<file path="src/rtl/approx_acc_sub_if.sv">
// rtl/approx_acc_sub_if.sv - operand and result valid/ready streams for approx_acc_sub
interface approx_acc_sub_if #(
    parameter int WIDTH     = 16,
    parameter int ACC_WIDTH = 24
);
    logic                 in_valid;
    logic                 in_ready;
    logic [WIDTH-1:0]     in_data;
    logic                 in_sub;
    logic                 out_valid;
    logic                 out_ready;
    logic [ACC_WIDTH-1:0] out_data;
    logic                 out_ovf;

    modport master (
        output in_valid, in_data, in_sub, out_ready,
        input  in_ready, out_valid, out_data, out_ovf
    );

    modport slave (
        input  in_valid, in_data, in_sub, out_ready,
        output in_ready, out_valid, out_data, out_ovf
    );
endinterface

</file>
<file path="src/rtl/approx_acc_sub.sv">
// rtl/approx_acc_sub.sv - frame accumulate/subtract with truncated-LSB approximate adder
module approx_acc_sub #(
    parameter int IGNORE_BIT = 0,
    parameter int WIDTH      = 16,
    parameter int ACC_WIDTH  = 24,
    parameter int COUNT      = 4
) (
    input  logic             clk,
    input  logic             rst_n,
    input  logic             clear,
    approx_acc_sub_if.slave  bus
);
    localparam int CNT_W = (COUNT > 1) ? $clog2(COUNT) : 1;
    localparam logic [CNT_W-1:0] CNT_LAST = CNT_W'(COUNT - 1);
    localparam logic [ACC_WIDTH-1:0] LOW_MASK = ACC_WIDTH'((64'd1 << IGNORE_BIT) - 64'd1);

    localparam logic [0:0] ST_ACCUM = 1'b0;
    localparam logic [0:0] ST_DONE  = 1'b1;

    logic [0:0]           state;
    logic [CNT_W-1:0]     cnt;
    logic [ACC_WIDTH-1:0] acc;
    logic                 ovf;

    logic signed [WIDTH-1:0]     d_s;
    logic signed [ACC_WIDTH-1:0] x_s;
    logic [ACC_WIDTH-1:0]        x;
    logic [ACC_WIDTH-1:0]        sum;
    logic [ACC_WIDTH-1:0]        step;
    logic                        step_ovf;

    assign d_s = bus.in_data;
    assign x_s = d_s;

    // Masking the low field of both operands to zero means no carry can leave it,
    // so the full-width add yields exactly the H-bit upper-field sum.
    always_comb begin
        x        = bus.in_sub ? (~x_s + ACC_WIDTH'(1)) : x_s;
        sum      = (acc & ~LOW_MASK) + (x & ~LOW_MASK);
        step     = sum | LOW_MASK;
        step_ovf = (acc[ACC_WIDTH-1] == x[ACC_WIDTH-1]) && (sum[ACC_WIDTH-1] != acc[ACC_WIDTH-1]);
    end

    always_ff @(posedge clk or negedge rst_n) begin
        if (!rst_n) begin
            state <= ST_ACCUM;
            cnt   <= '0;
            acc   <= '0;
            ovf   <= 1'b0;
        end else if (clear) begin
            state <= ST_ACCUM;
            cnt   <= '0;
            acc   <= '0;
            ovf   <= 1'b0;
        end else begin
            case (state)
                ST_ACCUM: begin
                    if (bus.in_valid) begin
                        acc <= step;
                        ovf <= ovf | step_ovf;
                        if (cnt == CNT_LAST) begin
                            state <= ST_DONE;
                            cnt   <= '0;
                        end else begin
                            cnt <= cnt + CNT_W'(1);
                        end
                    end
                end
                default: begin
                    if (bus.out_ready) begin
                        state <= ST_ACCUM;
                        acc   <= '0;
                        ovf   <= 1'b0;
                    end
                end
            endcase
        end
    end

    assign bus.in_ready  = (state == ST_ACCUM);
    assign bus.out_valid = (state == ST_DONE);
    assign bus.out_data  = acc;
    assign bus.out_ovf   = ovf;
endmodule

</file>
<file path="src/flat_wrapper.sv">
// flat-port wrapper written by rule: the top's interface ports become plain ports
module approx_acc_sub_flat 
#(
    parameter int IGNORE_BIT = 0,
    parameter int WIDTH      = 16,
    parameter int ACC_WIDTH  = 24,
    parameter int COUNT      = 4
)
  (clk, rst_n, clear, bus_in_valid, bus_in_data, bus_in_sub, bus_out_ready, bus_in_ready, bus_out_valid, bus_out_data, bus_out_ovf);
  approx_acc_sub_if #(.WIDTH(WIDTH), .ACC_WIDTH(ACC_WIDTH)) bus_i ();
  input  logic clk;
  input  logic rst_n;
  input  logic clear;
  input wire logic [$bits(bus_i.in_valid)-1:0] bus_in_valid;
  input wire logic [$bits(bus_i.in_data)-1:0] bus_in_data;
  input wire logic [$bits(bus_i.in_sub)-1:0] bus_in_sub;
  input wire logic [$bits(bus_i.out_ready)-1:0] bus_out_ready;
  output wire logic [$bits(bus_i.in_ready)-1:0] bus_in_ready;
  output wire logic [$bits(bus_i.out_valid)-1:0] bus_out_valid;
  output wire logic [$bits(bus_i.out_data)-1:0] bus_out_data;
  output wire logic [$bits(bus_i.out_ovf)-1:0] bus_out_ovf;
  assign bus_i.in_valid = bus_in_valid;
  assign bus_i.in_data = bus_in_data;
  assign bus_i.in_sub = bus_in_sub;
  assign bus_i.out_ready = bus_out_ready;
  assign bus_in_ready = bus_i.in_ready;
  assign bus_out_valid = bus_i.out_valid;
  assign bus_out_data = bus_i.out_data;
  assign bus_out_ovf = bus_i.out_ovf;
  approx_acc_sub #(.IGNORE_BIT(IGNORE_BIT), .WIDTH(WIDTH), .ACC_WIDTH(ACC_WIDTH), .COUNT(COUNT)) u_core (.clk(clk), .rst_n(rst_n), .clear(clear), .bus(bus_i));
endmodule
</file>
<file path="config.mk">
export PLATFORM = sky130hd
export DESIGN_NAME = approx_acc_sub_flat
export DESIGN_NICKNAME = d
export VERILOG_FILES = /design/src/rtl/approx_acc_sub_if.sv /design/src/rtl/approx_acc_sub.sv /design/src/flat_wrapper.sv
export SDC_FILE = /design/constraint.sdc
export NUM_CORES = 1
export LEC_CHECK = 0
export CELL_PAD_IN_SITES_DETAIL_PLACEMENT = 1
export CELL_PAD_IN_SITES_GLOBAL_PLACEMENT = 1
export CORE_MARGIN = 2
export CORE_UTILIZATION = 42
export DETAILED_ROUTE_END_ITERATION = 7
export PLACE_DENSITY = 0.85
export SYNTH_ARGS = -nofsm -noshare
export SYNTH_HDL_FRONTEND = slang
export SYNTH_SLANG_ARGS = --single-unit
</file>
<file path="constraint.sdc">
create_clock -name clk -period 5.4 [get_ports clk]
set_input_delay 0.81 -clock clk [delete_from_list [all_inputs] [get_ports clk]]
set_output_delay 0.81 -clock clk [all_outputs]
set_load 0.03 [all_outputs]
</file>
-- After elaboration in Yosys (flattened, before gate mapping)
Index checks and enable logic that the tools add are counted.
- add/sub/neg operators: 3
- eq/ne operators: 5
- mux-type cells: 18
- bitwise gates (word level): 3
- reduce and logical (&&, ||, !) cells: 5
- operator list (cell ; number):
    $mux 24 ; 5
    $add 24x2->24 const B ; 1
    $add 24x24->24 ; 1
    $not 16->24 ; 1
    $mux 1 ; 9
    $mux 2 ; 4
    $reduce_and 2->1 ; 2
    $ne 3x3->1 const B ; 1
    $reduce_bool 3->1 ; 1
    $add 2x1->2 const B ; 1
    $eq 2x2->1 const B ; 1
    $ne 2x2->1 const B ; 1
    $reduce_bool 2->1 ; 1
    $eq 1x1->1 ; 1
    $logic_and 1x1->1 ; 1
    $ne 1x1->1 ; 1
    $not 1->1 ; 1
    $or 1x1->1 ; 1
- register bits: 28
- input bits: 22

-- Logic depth before layout (Yosys ltp)
- word-level depth: 10
- mapped depth: 17
- depth with buffers taken out: 16

-- Least setup slack after synthesis
OpenSTA, ideal clock, no wires.
- path type: input port to flip-flop
- start: input bus_in_data[4]
- end: register u_core.acc[21] (netlist: u_core.bus.out_data[21])
- setup time: 122 ps
- data arrival time: 3979 ps
- slack: 1298 ps
- cell stages on the path: 16
- buffers on the path: 1
- path through: nor4_4 -> nand3b_1 -> or4_1 -> or2_2 -> o41ai_2 -> xnor2_1 -> ha_1 -> a21o_1 -> a21o_1 -> a21oi_1 -> nor2_1 -> or3_1 -> buf_6 -> a31oi_4 -> xor2_1 -> o21ai_1
- longest elaborated chain between the ends: 7
- ends and longest elaborated chain (item ; RTL line ; text):
    from (decl) ; flat_wrapper.sv:15 ; input wire logic [$bits(bus_i.in_data)-1:0] bus_in_data;
    $not 16->24 ; approx_acc_sub.sv:38 ; x = bus.in_sub ? (~x_s + ACC_WIDTH'(1)) : x_s;
    $add 24x2->24 ; approx_acc_sub.sv:38 ;
    $mux 24 (*) ; approx_acc_sub.sv:38 ;
    $add 24x24->24 (*) ; approx_acc_sub.sv:39 ; sum = (acc & ~LOW_MASK) + (x & ~LOW_MASK);
    $mux 24 (*) ; approx_acc_sub.sv:58 ; if (bus.in_valid) begin
    $mux 24 (*) ; approx_acc_sub.sv:56 ; case (state)
    $mux 24 (*) ; approx_acc_sub.sv:50 ; end else if (clear) begin
    to (signal assigned) ; approx_acc_sub.sv:59 ; acc <= step;
    to (decl) ; approx_acc_sub.sv:22 ; logic [ACC_WIDTH-1:0] acc;
Every way passes the cells marked *; elsewhere a longest branch is shown, timed or not. The select of a mux whose other input is x is not followed.
A chain may end at the register's enable or synchronous reset.

-- Worst setup path after layout
- start: input bus_in_data[4]
- end: register u_core.acc[23] (netlist: u_core.bus.out_data[23])
The elaborated chain is that of the path after synthesis.

==> qor.yml <==
antenna_found_initial: 0
fin_ws_ns: 0.692
avgSynthCellArea_sq_um: 8.51
io_pins: 49
dpl_worst_slack_ns: 0.383
start_util: 0.436
clk_transition_reported_paths_ns: 0.12
routed-via-count: 2469
avgViaCountPerCell: 5.82
ir_drop_uv: 149
finalHoldViolCount: 0
grt_use_total: 0.234
slowest_stage: "clkdlybuf4s50_1"
arrival_ns: 4.90
post-dp-hpwl_um: 5620
grt_start_max_net_pins: 29
synth_edf_count: 0
drive_gt1_frac: 0.0516
yosysSeqAreaShare: 0.270
crit_chain: "clkdlybuf4s50_1, nor4_4, nand3b_1, or4_1, or2_2, o21ai_0, nand2_1, ha_1, a21o_1, a31o_2, a21oi_1, nor3_1, a211o_1, o22ai_1, o21ai_1"
fin_cells: 424
fmax_ghz: 0.212
cp_top_family: "compound AO/OA/AOI/OAI gates"
cap_violations: 0
gr-total-overflow: 0
synth.top_cells.by_count: "nand2_1, o21ai_0, dfrtp_1"
yosysTopAreaCell: "dfrtp_1"
root_buffer: "clkbuf_8"
die_x_um: 82.6
slew_headroom: 0.289
hold_path.class: "register to register"
placed_area_sq_mm: 0.00313
start_kind: "primary input"
cts_buffers: 3
clock_latency_ns: 0.30
h-tree-depth: 1
core-area_sq_mm: 0.00596
worst_pin_slew_ns: 1.07
io_buffers: 48
crit_fanout: 6
cp.required_ns: 5.59
rsz0062_at_grt: "no"
netlist_area_sq_mm: 0.00259
finalNetCount: 398
drv_slew: 0
crit_buf_inv: 1
dpl.cell_count: 420
synth-simple-area-share: 0.172
yosysWarnings: 0
synth_compound_area_frac: 0.281
synth.area.mux_share: 0.00771
fp-row-count: 28
synth.top_cell.area_share: 0.270
critPathCaptureType: "register"
dr.pass1.iters: 4
synthesis.instances: 305
synth_cell_types: 54
setup_tns_ns: 0
finalInstanceArea_sq_mm: 0.00320
routed_wl_um: 7340
ys_async_sr_fraction: 1.00
nFillCells: 718
grt_pass1_vias: 2537
cts_sinks: 28
cts_buffer_depth: 2
cellPowerDensity_mw_per_mm2: 336
wl_per_cell_um: 17.3
final_core_util: 0.537
drc: 0
cts_tree: "done"
clock_skew_ns: 0.0119
setup_viol_count_final: 0
dieArea_sq_mm: 0.00682
post_cts_buffers: 0
cellLeakagePower_nw: 1.39
grt_pass1_wl_um: 12400
area_delta_synth_final_pct: 23.2
status: "completed"
crit_type: "primary input to register"
synth_fa_ha_area_frac: 0.128
cts_resized: 0
period_share: 0.872
synth_top_flop_cell: "dfrtp_1"
netlist_top_cells_area: "dfrtp_1, ha_1, xnor2_1"
final.min_clock_period_ns: 4.71
die_height_um: 82.6
drt.antenna.violating_nets: 0
slowest_delay_ns: 0.49
yosysMostFrequentCell: "nand2_1"
hold_buffers: 0
ys_ff_latch: 28
syn_nets: 353
synth_xor_area_frac: 0.111
synth_top_family_by_area: "compound AO/OA/AOI/OAI gates"
diodes: 0
gp_congestion: 0.846
drtIter0Drc: 76
[cell families (layout without fill, tap and decap cells)]
kind of cell,after synthesis,count (layout)
compound gates,109,109
simple gates,91,91
xor+xnor,33,33
flops,28,28
fa+ha+maj,26,26
buf+inv,16,60
mux,2,2
[cell type report]
cell class	instances	area [sq um]	share of cell area
Inverter	7	26.3	0.00822
Clock inverter	1	30.0	0.00939
Timing Repair Buffer	49	488	0.153
Clock buffer	3	41.3	0.0129
Tap cell	75	93.8	0.0293
Sequential cell	28	701	0.219
Multi-Input combinational cell	261	1820	0.568
[report_power, final]
group          switching, W  internal (W)
clock             0.0000808     0.0000998
sequential        0.0000391      0.000250
combinational      0.000349      0.000256
[placed cells by master (no fill, tap or decap), types with 2 or more instances in the layout]
| cell | synthesis | final |
|---|---|---|
| o22ai_1 | 2 | 2 |
| nand2_1 | 43 | 43 |
| a311oi_1 | 2 | 2 |
| nor2b_1 | 2 | 2 |
| or2_2 | 2 | 2 |
| nor3_1 | 9 | 9 |
| ha_1 | 25 | 25 |
| clkdlybuf4s50_1 | 0 | 48 |
| o2111a_1 | 2 | 2 |
| nand3_1 | 4 | 4 |
| o211ai_1 | 3 | 3 |
| o21ai_0 | 35 | 35 |
| xnor2_1 | 23 | 23 |
| xor2_1 | 10 | 10 |
| or4_1 | 2 | 2 |
| o21ai_1 | 3 | 3 |
| dfrtp_1 | 28 | 28 |
| o21a_1 | 5 | 5 |
| a21o_1 | 10 | 10 |
| nand3b_1 | 2 | 2 |
| nor2_1 | 14 | 14 |
| mux2i_1 | 2 | 2 |
| a31oi_1 | 5 | 5 |
| nand4_1 | 2 | 2 |
| clkbuf_8 | 0 | 3 |
| a21oi_1 | 17 | 17 |
| o21ai_2 | 2 | 2 |
| o31ai_1 | 5 | 5 |
| nand2b_1 | 2 | 2 |
| and4_1 | 2 | 2 |
| inv_1 | 7 | 7 |
| a211oi_1 | 4 | 4 |
| a21o_2 | 2 | 2 |
[registers in the layout (all words and copies together), names as in the netlist]
name	flops
u_core.cnt	2
u_core.bus.out_valid	1
u_core.bus.out_ovf	1
u_core.bus.out_data	24
[metal layers]
| metal | track usage | part of all wire |
|---|---|---|
| met5 | 0 | 0 |
| met4 | 0.0508 | 0.0061 |
| met3 | 0.0304 | 0.020 |
| met2 | 0.436 | 0.53 |
| met1 | 0.283 | 0.44 |
[path summary, 6_finish.rpt]
path                                        startpoint                       to  slack (ns)  cells after the start
min in group asynchronous                        rst_n            u_core.cnt[1]        0.89                      2
worst max-delay path                    bus_in_data[4]  u_core.bus.out_data[23]        0.69                     15
worst max register to register  u_core.bus.out_data[0]  u_core.bus.out_data[22]        2.34                     11
worst min register to register      u_core.bus.out_ovf       u_core.bus.out_ovf        0.51                      2
worst min-delay path                u_core.bus.out_ovf       u_core.bus.out_ovf        0.51                      2
max in group asynchronous                        rst_n  u_core.bus.out_data[11]        4.21                      2
[through the flow]
stage          hold WS [ns]  total power, W
2_1_floorplan         0.493        0.000702
3_3_place_gp          0.478        0.000873
3_5_place_dp          0.496        0.000894
4_1_cts               0.524         0.00108
5_1_grt               0.555         0.00116
6_report              0.513         0.00107
[worst reg2reg max path: cells and delay by family, from the launching register on]
family,cells,cell delay (ns)
XOR/XNOR,1,0.14
buffers and inverters,1,0.09
adder cells (fa/ha/maj),2,0.62
AO/OA/AOI/OAI,6,1.42
AND/OR/NAND/NOR,1,0.28
flip-flops,1,0.40
(Power assumes the default switching activity.)
